### src/rtl/noc_config_filereg_access_unit.sv
// Configuration-network register file: single-flit write/read/set/clear requests
// update a parametrised register bank; responses leave through an in-order FIFO.
module noc_config_filereg_access_unit #(
    parameter int ModuleAddressSize        = 11,
    parameter int CommandFieldSize         = 2,
    parameter int RegisterAddressFieldSize = 5,
    parameter int PayloadFieldSize         = 32,
    parameter int NumberOfRegisters        = 16,
    parameter int RespFifoDepth            = 2,
    parameter int WriteAck                 = 0,
    parameter logic [PayloadFieldSize-1:0] ResetValue = '0,
    localparam int RequestSize  = CommandFieldSize + RegisterAddressFieldSize + PayloadFieldSize,
    localparam int ResponseSize = ModuleAddressSize + PayloadFieldSize
) (
    input  logic                                          clk_i,
    input  logic                                          rst_i,
    input  logic [RequestSize-1:0]                        req_data_i,
    input  logic [ModuleAddressSize-1:0]                  req_src_i,
    input  logic                                          req_valid_i,
    output logic                                          req_ready_o,
    output logic [ResponseSize-1:0]                       resp_data_o,
    output logic                                          resp_valid_o,
    input  logic                                          resp_ready_i,
    output logic [NumberOfRegisters*PayloadFieldSize-1:0] regs_o,
    output logic [NumberOfRegisters-1:0]                  reg_wr_strobe_o,
    output logic [7:0]                                    err_cnt_o
);

    localparam int CmdW     = CommandFieldSize;
    localparam int AddrW    = RegisterAddressFieldSize;
    localparam int P        = PayloadFieldSize;
    localparam int PtrW     = (RespFifoDepth > 1) ? $clog2(RespFifoDepth) : 1;
    localparam int MemDepth = 1 << PtrW;
    localparam int CntW     = $clog2(RespFifoDepth + 1);

    logic [P-1:0]            r_regs [NumberOfRegisters];
    logic [NumberOfRegisters-1:0] r_wr_strobe;
    logic [7:0]              r_err_cnt;
    logic [ResponseSize-1:0] r_mem [MemDepth];
    logic [PtrW-1:0]         r_wr_ptr;
    logic [PtrW-1:0]         r_rd_ptr;
    logic [CntW-1:0]         r_count;

    logic [CmdW-1:0]         w_cmd;
    logic [AddrW-1:0]        w_addr;
    logic [P-1:0]            w_payload;
    logic                    w_accept;
    logic                    w_in_range;
    logic                    w_modifies;
    logic [P-1:0]            w_cur;
    logic [P-1:0]            w_new;
    logic                    w_push;
    logic                    w_pop;
    logic [ResponseSize-1:0] w_push_data;

    function automatic logic [PtrW-1:0] ptr_next(input logic [PtrW-1:0] p);
        return (p == PtrW'(RespFifoDepth - 1)) ? '0 : p + PtrW'(1);
    endfunction

    assign w_cmd     = req_data_i[RequestSize-1 -: CmdW];
    assign w_addr    = req_data_i[P +: AddrW];
    assign w_payload = req_data_i[P-1:0];

    // Ready is held low while reset is asserted so nothing is accepted in the reset cycle.
    assign req_ready_o  = !rst_i && (r_count < CntW'(RespFifoDepth));
    assign w_accept     = req_valid_i && req_ready_o;
    assign w_in_range   = int'(w_addr) < NumberOfRegisters;
    assign w_pop        = (r_count != '0) && resp_ready_i;
    assign resp_valid_o = (r_count != '0);
    assign resp_data_o  = r_mem[r_rd_ptr];
    assign reg_wr_strobe_o = r_wr_strobe;
    assign err_cnt_o    = r_err_cnt;

    always_comb begin
        w_cur = '0;
        for (int unsigned k = 0; k < NumberOfRegisters; k++) begin
            if (w_addr == AddrW'(k)) w_cur = r_regs[k];
        end
    end

    // Codes outside 0/2/3 behave as READ.
    always_comb begin
        w_new      = w_cur;
        w_modifies = 1'b0;
        if (w_cmd == CmdW'(0)) begin
            w_new      = w_payload;
            w_modifies = 1'b1;
        end else if (w_cmd == CmdW'(2)) begin
            w_new      = w_cur | w_payload;
            w_modifies = 1'b1;
        end else if (w_cmd == CmdW'(3)) begin
            w_new      = w_cur & ~w_payload;
            w_modifies = 1'b1;
        end
    end

    always_comb begin
        w_push      = w_accept && (!w_modifies || (WriteAck != 0));
        w_push_data = {req_src_i, (w_in_range ? w_new : {P{1'b1}})};
    end

    always_comb begin
        regs_o = '0;
        for (int unsigned k = 0; k < NumberOfRegisters; k++) begin
            regs_o[k*P +: P] = r_regs[k];
        end
    end

    always_ff @(posedge clk_i) begin
        if (rst_i) begin
            for (int unsigned k = 0; k < NumberOfRegisters; k++) r_regs[k] <= ResetValue;
            r_wr_strobe <= '0;
            r_err_cnt   <= '0;
        end else begin
            r_wr_strobe <= '0;
            if (w_accept && w_modifies && w_in_range) begin
                for (int unsigned k = 0; k < NumberOfRegisters; k++) begin
                    if (w_addr == AddrW'(k)) begin
                        r_regs[k]      <= w_new;
                        r_wr_strobe[k] <= 1'b1;
                    end
                end
            end
            if (w_accept && !w_in_range && (r_err_cnt != 8'hFF)) begin
                r_err_cnt <= r_err_cnt + 8'd1;
            end
        end
    end

    always_ff @(posedge clk_i) begin
        if (w_push) r_mem[r_wr_ptr] <= w_push_data;
    end

    always_ff @(posedge clk_i) begin
        if (rst_i) begin
            r_wr_ptr <= '0;
            r_rd_ptr <= '0;
            r_count  <= '0;
        end else begin
            if (w_push) r_wr_ptr <= ptr_next(r_wr_ptr);
            if (w_pop)  r_rd_ptr <= ptr_next(r_rd_ptr);
            if (w_push && !w_pop)      r_count <= r_count + CntW'(1);
            else if (!w_push && w_pop) r_count <= r_count - CntW'(1);
        end
    end

endmodule

### config.mk
export PLATFORM = sky130hd
export DESIGN_NAME = noc_config_filereg_access_unit
export DESIGN_NICKNAME = d
export VERILOG_FILES = /design/src/rtl/noc_config_filereg_access_unit.sv
export SDC_FILE = /design/constraint.sdc
export NUM_CORES = 1
export LEC_CHECK = 0
export BUFFER_PORTS_ARGS = -buffer_cell sky130_fd_sc_hd__buf_2
export CAP_MARGIN = 20
export CORE_AREA = 2 2 243 245
export DETAILED_ROUTE_END_ITERATION = 12
export DIE_AREA = 0 0 245 247
export MAX_ROUTING_LAYER = met4
export PLACE_DENSITY = 0.81
export SETUP_SLACK_MARGIN = 0.4
export SLEW_MARGIN = 25
export SYNTH_ARGS = -nofsm -noshare
export SYNTH_HDL_FRONTEND = slang
export SYNTH_SLANG_ARGS = --single-unit
### constraint.sdc
create_clock -name clk_i -period 4.2 [get_ports clk_i]
set_input_delay 0.84 -clock clk_i [delete_from_list [all_inputs] [get_ports clk_i]]
set_output_delay 0.84 -clock clk_i [all_outputs]
set_load 0.03 [all_outputs]
# Yosys cells after proc, flatten, opt, wreduce, memory -nomap -nowiden
# Memories as Yosys holds them, arrays and structs flattened. A register that Yosys moved wholly into a read port is not among the register bits.
# Cells that the tools add are included.
# Widths: inputs -> output; s select.
word_totals:
  register_bits: 28
  latch_bits: 0
  ram_bits: 598
  rom_bits: 0
  in_bits: 54
  out_inout_bits: 581
  word_cells: 185
  memories: 2
op_classes:
  addsub: 5
  multipliers: 0
  div: 0
  n_lt_le_gt_ge: 2
  eq_ne: 18
  shift: 0
  muxes: 113
  bitwise_logic: 20
  n_reduce_logical: 20
memory_table:
  columns: ["memory", "words", "word_bits", "rd", "rd_ports_with_merged_regs", "wr", "line_no", "rtl"]
  rows:
  - ["r_regs", 16, 32, 16, 0, 16, "36", "logic [P-1:0] r_regs [NumberOfRegisters];"]
  - ["r_mem", 2, 43, 1, 1, 1, "39", "logic [ResponseSize-1:0] r_mem [MemDepth];"]
op_table:
  columns: ["cell", "n"]
  rows:
  - ["$mux 32", 36]
  - ["$mux 1", 75]
  - ["$eq 5x4->1 const B", 8]
  - ["$and 32x32->32", 1]
  - ["$not 32->32", 1]
  - ["$or 32x32->32", 1]
  - ["$eq 5x3->1 const B", 4]
  - ["$or 1x1->1", 16]
  - ["$eq 5x2->1 const B", 2]
  - ["$logic_and 1x1->1", 10]
  - ["$add 8x1->8 const B", 1]
  - ["$ne 8x8->1 const B", 1]
  - ["$eq 5x1->1 const B", 1]
  - ["$logic_not 1->1", 5]
  - ["$logic_not 5->1", 1]
  - ["$lt 5x5->1 const B", 1]
  - ["$eq 2x2->1 const B", 2]
  - ["$mux 2", 2]
  - ["$reduce_bool 2->1", 2]
  - ["$add 1x1->1 const B", 2]
  - ["$add 2x1->2 const B", 1]
  - ["$logic_not 2->1", 1]
  - ["$lt 2x2->1 const B", 1]
  - ["$reduce_or 2->1", 1]
  - ["2 further kinds", 2]

# Depth between registers and ports, before layout
logic_depth:
  ltp_word: 22
  ltp_mapped: 12
  ltp_nobuf: 7

# Worst setup path after synthesis
# No wires, ideal clock.
synth_path:
  kind: "input to register"
  startpoint: "in req_data_i[32]"
  endpoint: "mem r_regs[0][224] (netlist name) (enable)"
  setup_ns: 0.428
  t_arrival_ns: 3.355
  required_ns: 3.772
  setup_slack_ns: 0.416
  stages: 7
  n_path_buf: 4
  cell_sequence: "buf_6 -> buf_2 -> nor3b_2 -> buf_2 -> nand2_1 -> clkbuf_1 -> o21bai_1"
synth_rtl:
  columns: ["item", "line_no", "rtl"]
  rows:
  - ["from (decl)", "17", "input logic [RequestSize-1:0] req_data_i,"]
  - ["to (decl)", "36", null]

==> results.toml <==
[critical_path]
critical_path.slowest_cell = "nor2b_4"
critPathKind = "in2reg"
crit_path_max_incr_delay_ps = 690
required_ps = 4610
cp-start-kind = "primary input"
worstPathMaxFanout = 36
worst-path-buf-inv = 4
arrival_ps = 4130
path_delay_family = "buffers and inverters"
path_cells = "buf_4 -> nor2b_4 -> buf_12 -> buf_4 -> a21oi_1 -> a2bb2oi_1 -> o32ai_2 -> a21oi_1 -> buf_4 -> nor2_1"
crit_path_end_kind = "flop"
cpMostUsedCell = "buf_4"

[power_and_ir_drop]
share_comb_of_total_power = 0.169
p_switching_mw = 4.848
p_clk_frac = 0.363
switching_share = 0.3022
power_density_nw_per_um2 = 451.9
p_int_mw = 11.20
p_leak_nw = 14.34
power_frac_seq = 0.468
ir_drop_mv = 0.3428

[cts]
cts_num_sinks = 627
ctsLongestPathBuffers = 3
cts_buffers = 68
cts_hold_buf = 0
clock_latency_ps = 620
htreeDepth = 3
path_clk_slew_ps = 60
cts_tree = "built"
cts-root-buf = "clkbuf_16"

[floorplanning]
die-area_um2 = 60520
die_h_um = 247
die_w_um = 245
io_pins = 635
coreArea_um2 = 58240
start_util = 0.4832
rows = 89

[synthesis]
synth_ff_type = "edfxtp_1"
async_reset_ff_frac = 0
yosysSeqAreaShare = 0.6588
synth_seq_cells = 627
synth_cell_types = 99
ys_warn_count = 0
yosys-top-cells-count = "edfxtp_1, nor2_1, a21oi_1"
syn_inst = 2276
syn_nets = 2332
synth-edff-count = 598
synth_area_um2 = 28140
synth_top_area_cell = "edfxtp_1"
yosysTopAreaCellShare = 0.6381
syn_avg_cell_area_um2 = 12.36
yosys-top-cells-area = "edfxtp_1, nor2_1, a21oi_1, dfxtp_1, mux2_2"
synth_most_common_cell = "edfxtp_1"

[sta]
setup_ws_ps = 476.7
slew_headroom = 0.3056
grt_setup_unrepaired = "no"
post-route-min-period_ps = 3723
slew_violations = 0
fmax_ghz = 0.2686
setup_viol = 0
finalHoldViolations = 0
period_share = 0.8865
worst_pin_slew_ps = 1041
clock_skew_ps = 15.99

[global_routing]
first_global_vias = 24328
grt_max_degree = 53
grt_use_total = 0.4698
grt_overflow_total = 0
antenna_found_initial = 9
grt_pass1_wl_mm = 189.8

[finish]
drive_gt1_frac = 0.3579
stdcell_area_um2 = 35500
area_delta_synth_final_pct = 26.16
nets = 3069

[placement]
port_buffers = 634
place_congestion = 1.068
placed_area_um2 = 33340
dp_slack_ps = -440.3
dp_hpwl_mm = 102.4

[drt]
vias = 26101
wirelength_mm = 141.6
via_per_inst = 6.783
drtIter0Drc = 4729
ant_nets = 0
drtPass1Iterations = 8
avgRoutedWirePerCell_um = 36.81
drc = 0

[job]
cap_viol_max_count = 0

[run_status]
outcome = "finished, final reports clean"

[worst_hold_path]
hold_class = "in2reg"
-- flip-flops by register name, summed over array words and instances, names as in the netlist, named ones only --
name	cells
r_regs	512
r_mem	86
reg_wr_strobe_o	16
err_cnt_o	8
r_count	2
r_rd_ptr	1
r_wr_ptr	1
-- stage by stage --
stage               total power, mW    util  hold slack [ps]  TNS [ps]  instances
global route                  16.29  0.6094            415.5         0       3843
floorplan                     9.035       -            472.5         0       2276
CTS                           15.92  0.6085            402.7         0       3834
global placement              10.22  0.5725            484.9     -7542       3715
detailed placement            10.24  0.5725            504.2     -7435       3715
finish                        16.04  0.6096            417.3         0       3848
-- cell usage in the layout (no fill, tap or decap), types with 9 or more instances in the layout --
| cell type | instances |
|---|---|
| buf_2 | 631 |
| edfxtp_1 | 598 |
| nor2_1 | 408 |
| buf_4 | 227 |
| a21oi_1 | 195 |
| o21ai_0 | 75 |
| nand2_1 | 72 |
| clkbuf_16 | 70 |
| mux2_2 | 43 |
| nand2b_1 | 43 |
| nand3_1 | 40 |
| nor3_1 | 39 |
| inv_1 | 30 |
| dfxtp_1 | 28 |
| nor2b_1 | 27 |
| o22ai_1 | 26 |
| a22oi_1 | 26 |
| a21o_1 | 23 |
| nand3b_1 | 19 |
| a221oi_1 | 18 |
| a211oi_1 | 17 |
| clkinv_2 | 16 |
| or3_1 | 15 |
| a2bb2oi_1 | 15 |
| clkinv_1 | 14 |
| o221ai_1 | 14 |
| o2111ai_1 | 14 |
| buf_12 | 14 |
| diode_2 | 13 |
| or2_2 | 12 |
| and3b_1 | 11 |
| and3_1 | 11 |
| o21a_1 | 11 |
| and4b_1 | 10 |
| o211ai_1 | 10 |
| clkbuf_1 | 9 |
-- final cells by class --
type	instances	area, um^2
diodes	13	32.53
inverters	32	120.1
flip-flops and latches	627	18540
fillers	4707	22740
well taps	773	967.2
clock inverters	38	279.0
clock buffers	81	1813
repair buffers	872	5142
multi-input cells	1412	8608
-- power groups by stage --
stage                     Clock, mW  Sequential, mW  Combinational [mW]
after floorplan                   0            7.95                1.08
after global placement            0            7.61                2.61
after detailed placement          0            7.62                2.63
after CTS                      5.79            7.49                2.64
after global routing           6.02            7.51                2.76
final                          5.82            7.51                2.71
-- cell families after synthesis --
logic type,count (synthesis),synth area share
AO/OA/AOI/OAI,566,0.1380
XOR/XNOR,11,0.003424
adder cells (fa/ha/maj),2,0.0008891
buffers and inverters,237,0.04095
flip-flops,627,0.6588
multiplexers,46,0.01916
AND/OR/NAND/NOR,787,0.1389
-- metal layers --
layer | GRT usage | part of all wire | vias up
met1 | 0.5775 | 0.34 | 12720
met2 | 0.7005 | 0.45 | 2721
li1 | - | - | 10054
met4 | 0.3198 | 0.085 | 0
met5 | - | 0 | -
met3 | 0.09920 | 0.13 | 606
-- timing repair --
action                                  in CTS  in global routing
setup buffers                                0                  1
cloned                                       0                  0
endpoints found under the setup margin       6                 31
pin swaps                                    0                  1
hold endpoints to repair                     0                  0
gates resized for setup                      1                  2
-- path summary, 6_finish.rpt --
path                                startpoint  slack [ps]  depth (start not counted)        endpoint
worst max-delay path            req_data_i[33]         480                         10  r_regs[1][234]
worst min-delay path              req_src_i[6]         420                          1    r_mem[1][38]
worst max register to register      r_count[1]        1310                          6   r_regs[1][82]
worst min register to register    err_cnt_o[7]         520                          2    err_cnt_o[7]
Power figures use the tool's default switching activity.
